**src/rtl/iref_seq.sv**
```systemverilog
`default_nettype none
// ============================================================================
//  Module   : iref_seq
//  Purpose  : Power-up sequencer for the IREF current reference. Turns a
//             level enable into the ordered iref_pd / iref_charge sequence,
//             then flags the reference as ready after a settle interval.
//  Revision : 1.0  initial release
// ============================================================================
module iref_seq #(
  parameter int CHARGE_CYCLES = 16,
  parameter int SETTLE_CYCLES = 32,
  parameter int CNT_W         = 8
) (
  input  logic clk,
  input  logic rst_n,
  input  logic en,
  input  logic recal,
  output logic iref_pd,
  output logic iref_charge,
  output logic ready,
  output logic busy
);

  typedef enum logic [1:0] {
    ST_OFF    = 2'd0,
    ST_CHARGE = 2'd1,
    ST_SETTLE = 2'd2,
    ST_ON     = 2'd3
  } state_t;

  localparam logic [CNT_W-1:0] C_CHARGE_LAST = CNT_W'(CHARGE_CYCLES - 1);
  localparam logic [CNT_W-1:0] C_SETTLE_LAST = CNT_W'(SETTLE_CYCLES - 1);
  localparam logic [CNT_W-1:0] C_CNT_ZERO    = '0;
  localparam logic [CNT_W-1:0] C_CNT_ONE     = CNT_W'(1);

  state_t           r_state;
  state_t           w_next_state;
  logic [CNT_W-1:0] r_cnt;
  logic [CNT_W-1:0] w_next_cnt;
  logic             w_pd;
  logic             w_charge;
  logic             w_ready;
  logic             w_busy;

  // Next-state and counter: en low wins over everything, terminal counts
  // take precedence over a recal pulse arriving on the same edge.
  always_comb begin
    w_next_state = r_state;
    w_next_cnt   = r_cnt;
    if (!en) begin
      w_next_state = ST_OFF;
      w_next_cnt   = C_CNT_ZERO;
    end else begin
      case (r_state)
        ST_OFF: begin
          w_next_state = ST_CHARGE;
          w_next_cnt   = C_CNT_ZERO;
        end
        ST_CHARGE: begin
          if (r_cnt == C_CHARGE_LAST) begin
            w_next_state = ST_SETTLE;
            w_next_cnt   = C_CNT_ZERO;
          end else if (recal) begin
            w_next_cnt   = C_CNT_ZERO;
          end else begin
            w_next_cnt   = r_cnt + C_CNT_ONE;
          end
        end
        ST_SETTLE: begin
          if (r_cnt == C_SETTLE_LAST) begin
            w_next_state = ST_ON;
            w_next_cnt   = C_CNT_ZERO;
          end else if (recal) begin
            w_next_state = ST_CHARGE;
            w_next_cnt   = C_CNT_ZERO;
          end else begin
            w_next_cnt   = r_cnt + C_CNT_ONE;
          end
        end
        ST_ON: begin
          if (recal) begin
            w_next_state = ST_CHARGE;
            w_next_cnt   = C_CNT_ZERO;
          end
        end
        default: begin
          w_next_state = ST_OFF;
          w_next_cnt   = C_CNT_ZERO;
        end
      endcase
    end
  end

  // Output decode of the upcoming state, so the analog pins come straight
  // from flops and never glitch.
  always_comb begin
    w_pd     = 1'b1;
    w_charge = 1'b1;
    w_ready  = 1'b0;
    w_busy   = 1'b0;
    case (w_next_state)
      ST_CHARGE: begin
        w_pd     = 1'b0;
        w_charge = 1'b1;
        w_busy   = 1'b1;
      end
      ST_SETTLE: begin
        w_pd     = 1'b0;
        w_charge = 1'b0;
        w_busy   = 1'b1;
      end
      ST_ON: begin
        w_pd     = 1'b0;
        w_charge = 1'b0;
        w_ready  = 1'b1;
      end
      default: begin
        w_pd     = 1'b1;
        w_charge = 1'b1;
      end
    endcase
  end

  // State, counter and registered outputs with synchronous active-low reset.
  always_ff @(posedge clk) begin
    if (!rst_n) begin
      r_state     <= ST_OFF;
      r_cnt       <= C_CNT_ZERO;
      iref_pd     <= 1'b1;
      iref_charge <= 1'b1;
      ready       <= 1'b0;
      busy        <= 1'b0;
    end else begin
      r_state     <= w_next_state;
      r_cnt       <= w_next_cnt;
      iref_pd     <= w_pd;
      iref_charge <= w_charge;
      ready       <= w_ready;
      busy        <= w_busy;
    end
  end

endmodule
`default_nettype wire

```
**config.mk**
```make
export PLATFORM = sky130hd
export DESIGN_NAME = iref_seq
export DESIGN_NICKNAME = d
export VERILOG_FILES = /design/src/rtl/iref_seq.sv
export SDC_FILE = /design/constraint.sdc
export NUM_CORES = 1
export LEC_CHECK = 0
export ABC_AREA = 1
export BUFFER_PORTS_ARGS = -buffer_cell sky130_fd_sc_hd__buf_4
export CORE_MARGIN = 2
export CORE_UTILIZATION = 51
export DETAILED_ROUTE_END_ITERATION = 8
export GPL_ROUTABILITY_DRIVEN = 0
export PLACE_DENSITY = 0.7
export SLEW_MARGIN = 5
export SYNTH_ARGS = -nofsm -noshare
export SYNTH_HDL_FRONTEND = slang
export SYNTH_SLANG_ARGS = --single-unit
```
**constraint.sdc**
```tcl
create_clock -name clk -period 3.3 [get_ports clk]
set_clock_uncertainty 0.15 [all_clocks]
set_input_delay 0.66 -clock clk [delete_from_list [all_inputs] [get_ports clk]]
set_output_delay 0.66 -clock clk [all_outputs]
set_load 0.02 [all_outputs]
```
==> out/results.ini <==
[timing]
tightest_slew_ns = 0.346
setup_slack_ns = 1.59
fmax_mhz = 586
rsz0062_at_grt = false
fin_crit_ns = 1.71
final-setup-viol-count = 0
max_slew_margin_pct = 76.9
maxSlewViolCount = 0
hold_viol_final = 0
finalSetupTns_ns = 0
fin_crit_sh_pct = 51.7

[synth]
yosysSeqAreaShare_pct = 34.3
yosys.area.top_type = dfxtp_1
synth_mux_area_share_pct = 0
synth_area_leaders = dfxtp_1, nand2_1, ha_1
post-synth-top-count-cell = nand2_1
synth.avg_cell_area_um2 = 6.98
synth_top_flop_cell = dfxtp_1
synth_top_area_share_pct = 34.3
synth_warnings = 0
ys_types = 19
syn-cell-area_um2 = 817
synth-compound-area-share_pct = 12.9
yosys.area_share.simple_pct = 35.2
synth_edf_count = 0
synth_top_family_by_area = simple AND/OR/NAND/NOR gates
synth_fp_nets = 127
synth_commonest_cells = nand2_1, inv_1, nor2_1
synth_fa_ha_area_share_pct = 9.19
synthArstFlopShare_pct = 0
synth_seq_cells = 14
synth_xor_area_share_pct = 1.07
netlist_instances = 117

[detailed_routing]
vias = 743
via_per_inst = 5.16
drc = 0
drt-wirelength-per-cell_um = 11.9
detail_route.first_pass.iterations = 4
wirelength_mm = 1.71
drtIter0Drc = 32
antenna_left = 0

[cts]
clock-root-buffer = clkbuf_4
clk_pin_slew_ns = 0.08
clock_sinks = 14
cts_tree = yes
cts_hold_buf = 0
numCtsBuffers = 3
cts_buffer_depth = 2
cts_resized = 0
cts_max_level = 1
clk_latency_ns = 0.28
post_cts_buffers = 0

[critical_path]
startpoint_type = flip-flop
path_class = reg -> reg
setup.worst_path.end_class = flip-flop
regToRegSetupSlack_ns = 1.59
required_ns = 3.37
worstPathArrival_ns = 1.78
crit_fanout = 5

[pwr]
intPower_w = 0.000248
switchingPower_w = 0.0000752
vdd_drop_max_uv = 267
p_sw_share_pct = 23.3
p_leak_nw = 0.407
pwr-share-seq_pct = 53.4
comb_power_share_pct = 8.0
power_density_nw_per_um2 = 349
power_frac_clock_pct = 38.6

[grt]
grt-ovfl-total = 0
antenna_found_initial = 0
met1_usage_pct = 30.8
grtUsageMet2_pct = 31.2
grt_pass1_wl_mm = 2.97
grt_max_degree = 9
grt_pass1_vias = 656
met3_usage_pct = 2.45
grt_usage_pct = 21.0
top_usage_layer = met2

[floorplan]
start_util_pct = 54.2
core_um2 = 1510
rows = 14
io_pins = 8
die_area_um2 = 1940
die_w_um = 44.0
die_h_um = 44.0

[place]
hpwlAfterDp_mm = 1.31
io_buffers = 7
place_ws_ns = 1.39
place_area_um2 = 890

[run_status]
status = finished, final reports clean

[final_layout]
area_delta_synth_final_pct = 13.3
utilization_pct = 61.5
insertedDiodeCount = 0
nets = 139
n_fill_cell = 145
drive_gt1_share_pct = 17.2
final_area_um2 = 926

[run]
max_cap_violations = 0

[worst_hold_path]
hold_path.class = reg -> reg

[flip-flops by register name, indices dropped and copies added, names as in the netlist]
register / flops
r_cnt: 8
r_state: 2
busy: 1
iref_charge: 1
iref_pd: 1
ready: 1
[layer usage]
layer | vias up | part of all wire (%)
met1 | 333 | 51
met2 | 11 | 44
met3 | 4 | 3.0
met4 | 0 | 1.6
li1 | 395 | -
met5 | - | 0
[critical path, stage by stage, from the launching register on]
cell     delay (ns)
dfxtp_1        0.42
inv_1          0.12
ha_1           0.32
nand2_1        0.08
nor2_1         0.29
nand4_1        0.14
a21oi_1        0.13
[worst paths after layout]
path / from / to / cells past startpoint
worst max-delay path: r_state[1] / r_cnt[7] / 6
worst min-delay path: r_cnt[1] / r_cnt[1] / 2
worst max register to register: r_state[1] / r_cnt[7] / 6
worst min register to register: r_cnt[1] / r_cnt[1] / 2
[power groups by stage]
stage	clock [W]	sequential, W	combinational (W)
2_1_floorplan	0	0.000178	0.0000139
3_3_place_gp	0	0.000177	0.0000249
3_5_place_dp	0	0.000176	0.0000254
4_1_cts	0.000129	0.000173	0.0000257
5_1_grt	0.000138	0.000173	0.0000288
6_report	0.000125	0.000172	0.0000257
[cell usage in the layout, fill, tap and decap left out]
cell type,count
a21boi_0,1
nand2_2,2
nand3_2,2
nand4_1,3
o21ai_1,2
nand2_1,30
buf_4,7
a21oi_2,1
dfxtp_1,14
clkbuf_8,1
nor2_1,15
xor2_1,1
ha_1,6
nor2_2,4
a21oi_1,7
clkbuf_4,3
nand3_4,1
nand3_1,5
o21bai_1,1
inv_1,16
o21ai_0,5
o21bai_2,1
[area by class of cell]
cell class,count,area (um2),share of cell area [%]
inverter,16,60.1,6.49
tap,16,20.0,2.16
sequential,14,280,30.3
timing repair buffer,7,52.6,5.68
multi-input combinational,87,477,51.5
clock buffer,4,36.3,3.92
[stage by stage]
| step | instances | power [W] | hold slack (ns) |
|---|---|---|---|
| floorplan | 117 | 0.000192 | 0.313 |
| global placement | 140 | 0.000201 | 0.327 |
| detailed placement | 140 | 0.000202 | 0.339 |
| CTS | 144 | 0.000327 | 0.352 |
| global route | 144 | 0.000340 | 0.364 |
| finish | 144 | 0.000323 | 0.345 |
[cell families after synthesis]
| logic type | Yosys count |
|---|---|
| buf+inv | 16 |
| flops | 14 |
| compound gates | 18 |
| xor+xnor | 1 |
| fa+ha+maj | 6 |
| simple gates | 62 |
(Power assumes the default switching activity.)
